`config.mk`:
```
export PLATFORM = sky130hd
export DESIGN_NAME = key_conditioner
export DESIGN_NICKNAME = d
export VERILOG_FILES = /design/src/rtl/key_cond_pkg.sv /design/src/rtl/key_cond_ch.sv /design/src/rtl/key_conditioner.sv
export SDC_FILE = /design/constraint.sdc
export NUM_CORES = 1
export LEC_CHECK = 0
export ABC_AREA = 1
export CAP_MARGIN = 5
export CORE_MARGIN = 2
export CORE_UTILIZATION = 28
export CTS_CLUSTER_DIAMETER = 80
export DETAILED_ROUTE_END_ITERATION = 8
export PLACE_DENSITY = 0.45
export SYNTH_ARGS = -nofsm -noshare
export SYNTH_HDL_FRONTEND = slang
export SYNTH_SLANG_ARGS = --single-unit
```
`constraint.sdc`:
```
create_clock -name clk -period 1.9 [get_ports clk]
set_input_delay 0.38 -clock clk [delete_from_list [all_inputs] [get_ports clk]]
set_output_delay 0.38 -clock clk [all_outputs]
set_load 0.02 [all_outputs]
```
`src/rtl/key_cond_pkg.sv`:
```
// Shared types and sizing helpers for the key conditioner.
// Latency: n/a (declarations only).
// Backpressure: n/a.
package key_cond_pkg;

  typedef enum logic [1:0] {
    RELEASED    = 2'd0,
    PRESS_CHK   = 2'd1,
    PRESSED     = 2'd2,
    RELEASE_CHK = 2'd3
  } key_state_t;

  // Counter width: one bit above what the largest terminal count needs, so no counter can wrap.
  function automatic int cnt_width(input int deb, input int dly, input int per);
    int m;
    m = deb;
    if (dly > m) m = dly;
    if (per > m) m = per;
    return $clog2(m) + 1;
  endfunction

endpackage

```
`src/rtl/key_cond_ch.sv`:
```
// One key channel: 2-flop synchroniser, debounce FSM, press/release strobes; optional auto-repeat (KEY_COND_AUTO_REPEAT_EN).
// Latency: press strobe is visible in the cycle after edge DEB_CYCLES+2, counting edge 0 as the first edge that samples the pin low.
// Backpressure: none; strobes are fire-and-forget single-cycle pulses.
module key_cond_ch
  import key_cond_pkg::*;
#(
  parameter int DEB_CYCLES    = 1000000,
  parameter int REPEAT_DELAY  = 25000000,
  parameter int REPEAT_PERIOD = 5000000
) (
  input  logic i_clk,
  input  logic i_rst_n,
  input  logic i_key_n,
  output logic o_key_pressed,
  output logic o_key_press,
  output logic o_key_release
);

  localparam int CW = cnt_width(DEB_CYCLES, REPEAT_DELAY, REPEAT_PERIOD);
  localparam logic [CW-1:0] DEB_LAST = CW'(DEB_CYCLES - 1);
`ifdef KEY_COND_AUTO_REPEAT_EN
  localparam logic [CW-1:0] DLY_LAST = CW'(REPEAT_DELAY - 1);
  localparam logic [CW-1:0] PER_LAST = CW'(REPEAT_PERIOD - 1);
`endif

  logic          r_sync1;
  logic          r_sync2;
  key_state_t    r_state;
  logic [CW-1:0] r_cnt;
  logic          r_pressed;
  logic          r_press;
  logic          r_release;
`ifdef KEY_COND_AUTO_REPEAT_EN
  logic [CW-1:0] r_rcnt;
  logic          r_rep;   // 0: waiting for the first repeat, 1: in periodic phase
`endif

  // Two-flop synchroniser; resets to the released (high) level so reset exit never looks like a press.
  always_ff @(posedge i_clk) begin
    if (!i_rst_n) begin
      r_sync1 <= 1'b1;
      r_sync2 <= 1'b1;
    end else begin
      r_sync1 <= i_key_n;
      r_sync2 <= r_sync1;
    end
  end

  // Debounce FSM with registered level/strobe outputs and optional repeat counter.
  always_ff @(posedge i_clk) begin
    if (!i_rst_n) begin
      r_state   <= RELEASED;
      r_cnt     <= '0;
      r_pressed <= 1'b0;
      r_press   <= 1'b0;
      r_release <= 1'b0;
`ifdef KEY_COND_AUTO_REPEAT_EN
      r_rcnt    <= '0;
      r_rep     <= 1'b0;
`endif
    end else begin
      r_press   <= 1'b0;
      r_release <= 1'b0;
      case (r_state)
        RELEASED: begin
`ifdef KEY_COND_AUTO_REPEAT_EN
          r_rcnt <= '0;
          r_rep  <= 1'b0;
`endif
          if (!r_sync2) begin
            r_state <= PRESS_CHK;
            r_cnt   <= '0;
          end
        end
        PRESS_CHK: begin
          if (r_sync2) begin
            r_state <= RELEASED;
          end else if (r_cnt == DEB_LAST) begin
            r_state   <= PRESSED;
            r_pressed <= 1'b1;
            r_press   <= 1'b1;
`ifdef KEY_COND_AUTO_REPEAT_EN
            r_rcnt    <= '0;
            r_rep     <= 1'b0;
`endif
          end else begin
            r_cnt <= r_cnt + 1'b1;
          end
        end
        PRESSED: begin
          if (r_sync2) begin
            r_state <= RELEASE_CHK;
            r_cnt   <= '0;
          end
`ifdef KEY_COND_AUTO_REPEAT_EN
          else if (r_rcnt == (r_rep ? PER_LAST : DLY_LAST)) begin
            r_press <= 1'b1;
            r_rcnt  <= '0;
            r_rep   <= 1'b1;
          end else begin
            r_rcnt <= r_rcnt + 1'b1;
          end
`endif
        end
        RELEASE_CHK: begin
          if (!r_sync2) begin
            r_state <= PRESSED;
          end else if (r_cnt == DEB_LAST) begin
            r_state   <= RELEASED;
            r_pressed <= 1'b0;
            r_release <= 1'b1;
          end else begin
            r_cnt <= r_cnt + 1'b1;
          end
        end
        default: r_state <= RELEASED;
      endcase
    end
  end

  assign o_key_pressed = r_pressed;
  assign o_key_press   = r_press;
  assign o_key_release = r_release;

endmodule

```
`src/rtl/key_conditioner.sv`:
```
// Push-button front end: N_KEYS independent debounced channels; auto-repeat enabled by KEY_COND_AUTO_REPEAT_EN.
// Latency: DEB_CYCLES+3 edges from first low sample to the press strobe; release symmetric.
// Backpressure: none; outputs are registered level plus single-cycle strobes.
module key_conditioner
  import key_cond_pkg::*;
#(
  parameter int N_KEYS        = 3,
  parameter int DEB_CYCLES    = 1000000,
  parameter int REPEAT_DELAY  = 25000000,
  parameter int REPEAT_PERIOD = 5000000
) (
  input  logic              clk,
  input  logic              rst_n,
  input  logic [N_KEYS-1:0] key_n,
  output logic [N_KEYS-1:0] key_pressed,
  output logic [N_KEYS-1:0] key_press,
  output logic [N_KEYS-1:0] key_release
);

  // One fully independent channel per key; no cross-key logic.
  for (genvar g = 0; g < N_KEYS; g++) begin : g_ch
    key_cond_ch #(
      .DEB_CYCLES   (DEB_CYCLES),
      .REPEAT_DELAY (REPEAT_DELAY),
      .REPEAT_PERIOD(REPEAT_PERIOD)
    ) u_ch (
      .i_clk        (clk),
      .i_rst_n      (rst_n),
      .i_key_n      (key_n[g]),
      .o_key_pressed(key_pressed[g]),
      .o_key_press  (key_press[g]),
      .o_key_release(key_release[g])
    );
  end

endmodule

```
== Word level (Yosys, flattened, before mapping) ==
Cells that the tools add are included.

* Register bits: 99
* Bits in latches: 0
* Bits in writable memories: 0
* Memory bits (read-only): 0
* Bits of input ports: 5
* Output and inout port bits: 9
* Logic and storage cells: 142
* Memories kept: 0

* Add/sub/neg operators: 3
* Multipliers: 0
* Divide/modulo/power cells: 0
* Order comparisons: 0
* Eq/ne operators: 36
* Shift operators: 0
* Multiplexer cells: 57
* Bitwise gates (word level): 4
* Reductions and logical operators: 21

{| class="wikitable"
|+ Operator list
! kind !! number
|-
| 26-bit two-way mux || 15
|-
| 26-bit case mux with 4 select lines || 3
|-
| 26-bit by 1-bit adder with 26-bit output (second input constant) || 3
|-
| 26-bit by 20-bit == test with 1-bit output (second input constant) || 3
|-
| 2-bit two-way mux || 18
|-
| 2-bit by 1-bit inequality test with 1-bit output (second input constant) || 12
|-
| 2-bit case mux with 4 select lines || 3
|-
| 4-bit AND reduction || 6
|-
| 1-bit two-way mux || 15
|-
| 5-bit AND reduction || 3
|-
| 2-bit == test (second input constant) || 6
|-
| 2-bit inequality test (second input constant) || 6
|-
| 3-bit by 1-bit inequality test with 1-bit output (second input constant) || 3
|-
| 3-bit inequality test (second input constant) || 3
|-
| 3-bit AND reduction || 3
|-
| 3-bit OR reduction || 3
|-
| 2-bit by 1-bit == test with 1-bit output (second input constant) || 3
|-
| 2-bit zero test || 3
|-
| 1-bit case mux with 2 select lines || 3
|-
| 2-bit nonzero test || 3
|-
| 1-bit NOT || 4
|}

== Logic depth before layout (Yosys ltp) ==
* Depth in word-level cells: 4
* Mapped depth: 13
* Mapped depth without buffers: 12

== Hierarchy ==
From an unflattened synthesis, not the netlist that was laid out.

* Cell total of the unflattened synthesis: 1102
* Area, all modules: 6408.6 sq um

{| class="wikitable"
|+ By module, submodules not included
! module !! times used !! cells each !! area each (sq um) !! sequential area each (sq um)
|-
| key_cond_ch at g_ch[0].u_ch ... || 2 || 368 || 2137.0 || 660.6
|-
| key_cond_ch at g_ch[2].u_ch || 1 || 366 || 2134.5 || 660.6
|}

== Worst setup path after synthesis ==
Ideal clock, no wire load.

* Path type: register -> register
* From: register g_ch[2].u_ch.r_cnt[0]
* To: register g_ch[2].u_ch.r_cnt[8]
* Library setup time: 142 ps
* Arrival: 1720 ps
* Required time: 1758 ps
* Path slack: 38 ps
* Cell stages (with the launch flop): 12
* Clock period less this slack: 1862 ps
* Cell sequence: dfxtp_1 -> ha_1 -> nand2_2 -> nor2_4 -> inv_2 -> nor3_4 -> nand2_4 -> nand2_8 -> inv_2 -> buf_2 -> nand2_1 -> a21oi_2

* Word-level cells in the longest chain between the ends: 4
* Elaborated cells on any way between the ends: 6
* Classes of those cells: add/sub (1); eq/ne (1); mux (4)

{| class="wikitable"
|+ RTL lines
! what !! line !! text
|-
| start: declaration || key_cond_ch.sv:29 || <nowiki>logic [CW-1:0] r_cnt;</nowiki>
|-
| start signal: assignment || key_cond_ch.sv:87 || <nowiki>r_cnt <= r_cnt + 1'b1;</nowiki>
|-
| start signal: assignment || key_cond_ch.sv:113 || <nowiki>r_cnt <= r_cnt + 1'b1;</nowiki>
|-
| 26-bit by 1-bit adder with 26-bit output or 26-bit by 20-bit == test with 1-bit output (tied branches) || - ||
|-
| 26-bit two-way mux * || key_cond_ch.sv:78, key_cond_ch.sv:108 ||
|-
| 26-bit two-way mux, on equally long branches || key_cond_ch.sv:106, key_cond_ch.sv:76 ||
|-
| 26-bit case mux with 4 select lines * || key_cond_ch.sv:64 || <nowiki>case (r_state)</nowiki>
|}

Every way passes the cells marked *; elsewhere a longest branch is shown, timed or not. The select of a mux whose other input is x is not followed.
A chain may end at the register's enable or synchronous reset.

== Worst setup path after layout ==
* From: register g_ch[1].u_ch.r_cnt[1]
* To: register g_ch[1].u_ch.r_cnt[13]

* Word-level cells in the longest chain between the ends: 4
* Elaborated cells on any way between the ends: 6
* Classes of those cells: add/sub (1); eq/ne (1); mux (4)

{| class="wikitable"
|+ RTL lines
! what !! line
|-
| start: declaration || key_cond_ch.sv:29
|-
| start signal: assignment || key_cond_ch.sv:87
|-
| start signal: assignment || key_cond_ch.sv:113
|-
| 26-bit by 1-bit adder with 26-bit output or 26-bit by 20-bit == test with 1-bit output (tied branches) || -
|-
| 26-bit two-way mux * || key_cond_ch.sv:78, key_cond_ch.sv:108
|-
| 26-bit two-way mux, on equally long branches || key_cond_ch.sv:106, key_cond_ch.sv:76
|-
| 26-bit case mux with 4 select lines * || key_cond_ch.sv:64
|}

Marked as above.

==> reports/metrics.yaml <==
status:
  outcome: "finished, final reports clean"
synthesis:
  netlist_area_um2: 6050
  synth_edf_count: 0
  ys_async_sr_fraction_pct: 0
  yosysWarnings: 0
  ys_seq_elements: 99
  yosysSeqAreaShare_pct: 32.8
  syn_inst: 996
  yosys_most_used_dff: "dfxtp_1"
  syn_nets: 1004
  ys_types: 38
  syn_area_per_cell_um2: 6.08
clock_network:
  ctsHtreeMaxLevel: 3
  hold_buffers: 0
  cts_root_buffer: "clkbuf_16"
  clk_pin_slew_ns: 0.08
  clock_sinks: 99
  clk_latency_ns: 0.37
  clockBufferDepth: 2
  cts_tree: "done"
  cts_inserted_buffers: 9
global_routing:
  grt_pass1_vias: 5567
  grt_max_degree: 35
  grt_overflow: 0
  grt_usage_pct: 15.7
  grt_pass1_wl_mm: 28.2
  antenna_found_initial: 0
worst_setup_path:
  crit_path_end_kind: "register"
  cp_common_cell: "nor2_1"
  path_depth: 11
  cp.arrival_ns: 1.97
  startpoint: "g_ch[1].u_ch.r_cnt[1]"
  r2r_start: "g_ch[1].u_ch.r_cnt[1]"
  worstSetupStartpointType: "register"
  slowest_stage: "dfxtp_1"
  cp_cell_sequence: "ha_2, nand2_1, nor2_1, nand3_1, clkinv_1, nand2_2, nand2_1, buf_6, nor2_1, nor2_1, nor2_1"
  cp_top_family: "simple AND/OR/NAND/NOR gates"
  path_class: "register to register"
  timing.rr.end: "g_ch[1].u_ch.r_cnt[13]"
  cpPeakStageDelay_ns: 0.37
  crit_required_ns: 2.14
  crit_path_end: "g_ch[1].u_ch.r_cnt[13]"
  r2r_setup_slack_ns: 0.17
  path_buf_inv: 2
  rr_worst_depth: 11
  critPathMaxFanout: 14
timing:
  slew_violations: 0
  maxSlewHeadroom_pct: 76.0
  finalCritPeriodShare_pct: 91.3
  fin_skew_ns: 0.0189
  layout_setup_ws_ns: 0.166
  setup_violations: 0
  clock.fmax_mhz: 577
  hold_viol: 0
  worst_pin_slew_ns: 0.360
  finalCriticalPeriod_ns: 1.73
place:
  dp_cells: 1308
  portBuffers: 13
  gp_congestion: 0.775
  dp_slack_ns: 0.120
  dp_hpwl_mm: 12.4
  placed_cell_area_um2: 6790
pwr:
  seqPwrFrac_pct: 48.1
  combPwrFrac_pct: 4.0
  netSwitchingPower_uw: 1000
  p_per_area_nw_per_um2: 607
  netSwitchingFraction_pct: 23.1
  p_leak_uw: 0.00256
  clock_power_share_pct: 47.8
  ir_drop_mv: 0.455
  p_int_uw: 3330
die:
  rows: 53
  ios: 14
  fp.dieW_um: 151
  core-area_um2: 21100
  fp.dieH_um: 151
  die_area_um2: 22800
  start_util_pct: 28.7
routing:
  wl_per_cell_um: 12.6
  drt_iter0_drc: 342
  wirelength_mm: 16.7
  final_antenna_net_count: 0
  first_pass_iters: 5
  drc: 0
  vias: 5869
  detail_route.vias_per_cell: 4.43
cells_and_area:
  area_delta_synth_final_pct: 18.0
  fill_cells: 2350
  layout.nets: 1053
  drive_gt1_share_pct: 11.6
  instances_no_fill: 1324
  final_area_um2: 7140
  n_antenna_cell: 0
  final_util_pct: 33.9
run:
  maxCapViolCount: 0
min_path:
  hold_class: "register to register"
## cells in the mapped netlist, types with 6 or more instances
library cell  number  share of area [%]
nand2_1          269                 17
a21oi_2           12                1.7
a21oi_1           35                2.9
nor2_1           238                 15
buf_2              8               0.66
nand2_2            9               0.93
xor2_1            18                2.6
clkbuf_1          14               0.87
nand3_1           90                7.4
o21ai_0           18                1.5
nand3b_1           7               0.87
inv_1             93                5.8
nand4_1           18                1.9
buf_4             11                1.4
dfxtp_1           99                 33
or2_2              6               0.62
nor2_2             6               0.62
nor3_1            12               0.99
## placed cells by master, fill, tap and decap left out, types with 13 or more instances in the layout
| cell | synthesis | layout |
|---|---|---|
| xor2_1 | 18 | 18 |
| a21oi_1 | 35 | 35 |
| buf_4 | 11 | 58 |
| clkdlybuf4s50_1 | 0 | 13 |
| nand4_1 | 18 | 18 |
| o21ai_0 | 18 | 18 |
| dfxtp_1 | 99 | 99 |
| nor2_1 | 238 | 237 |
| inv_1 | 93 | 92 |
| nand2_1 | 269 | 269 |
| nand3_1 | 90 | 90 |
## per-stage QoR
step	TNS [ns]	power, uW	hold slack, ns
final	0	4330	0.414
after global routing	-0.00331	4520	0.422
after CTS	0	4420	0.417
after detailed placement	0	2310	0.400
after global placement	0	2310	0.396
after floorplan	0	2240	0.393
## worst min-delay path by stage
stage	start	to	slack, ns	cells after the start
after floorplan	g_ch[0].u_ch.r_sync1	g_ch[0].u_ch.r_sync2	0.39	1
after global placement	g_ch[2].u_ch.r_sync1	g_ch[2].u_ch.r_sync2	0.40	1
after detailed placement	g_ch[0].u_ch.r_sync1	g_ch[0].u_ch.r_sync2	0.40	1
after CTS	g_ch[0].u_ch.r_sync1	g_ch[0].u_ch.r_sync2	0.42	1
after global routing	g_ch[0].u_ch.r_sync1	g_ch[0].u_ch.r_sync2	0.42	1
final	g_ch[1].u_ch.r_sync1	g_ch[1].u_ch.r_sync2	0.41	1
## cells by family (layout without fill, tap and decap cells)
group,count (synthesis),in the layout,synth area share [%]
adder cells (fa/ha/maj),3,3,0.620
buffers and inverters,135,188,9.93
AND/OR/NAND/NOR,664,664,46.3
flip-flops,99,99,32.8
AO/OA/AOI/OAI,74,74,7.20
XOR/XNOR,21,21,3.16
## worst register-to-register path, stage by stage, from the launching register on
cell      delay [ns]
dfxtp_1         0.37
ha_2            0.24
nand2_1         0.06
nor2_1          0.15
nand3_1         0.15
clkinv_1        0.08
nand2_2         0.05
nand2_1         0.11
buf_6           0.18
nor2_1          0.07
nor2_1          0.08
nor2_1          0.05
## timing repair
action	in CTS	in global routing
setup endpoints to repair	0	40
setup buffers	0	1
resized for setup	0	4
## state kept, by name (all words and copies together), names as in the netlist, named ones only
signal	count
g_ch.u_ch.o_key_release	3
g_ch.u_ch.o_key_press	3
g_ch.u_ch.r_cnt	78
g_ch.u_ch.r_state	3
g_ch.u_ch.o_key_pressed	3
g_ch.u_ch.r_sync2	3
g_ch.u_ch.r_sync1	3
## metal layers
metal | global-route usage (%) | wire [um] | vias up
met2 | 25.3 | 7470 | 70
li1 | - | - | 3202
met5 | 0 | 0 | -
met1 | 21.7 | 8680 | 2585
met3 | 2.92 | 432 | 12
met4 | 3.50 | 151 | 0
## cell type report
| class | count | area, um^2 | share of cell area [%] |
|---|---|---|---|
| Clock inverter | 5 | 86.3 | 1.21 |
| Multi-Input combinational cell | 762 | 3480 | 48.8 |
| Timing Repair Buffer | 75 | 637 | 8.92 |
| Tap cell | 275 | 344 | 4.82 |
| Clock buffer | 10 | 239 | 3.35 |
| Inverter | 98 | 368 | 5.15 |
| Sequential cell | 99 | 1980 | 27.8 |
## power by group through the flow
stage	clock network, uW	registers, uW	logic (uW)
floorplan	0	2130	107
CTS	2160	2090	177
detailed placement	0	2130	176
global route	2240	2090	193
finish	2070	2090	173
global placement	0	2130	176
Power figures use the tool's default switching activity.
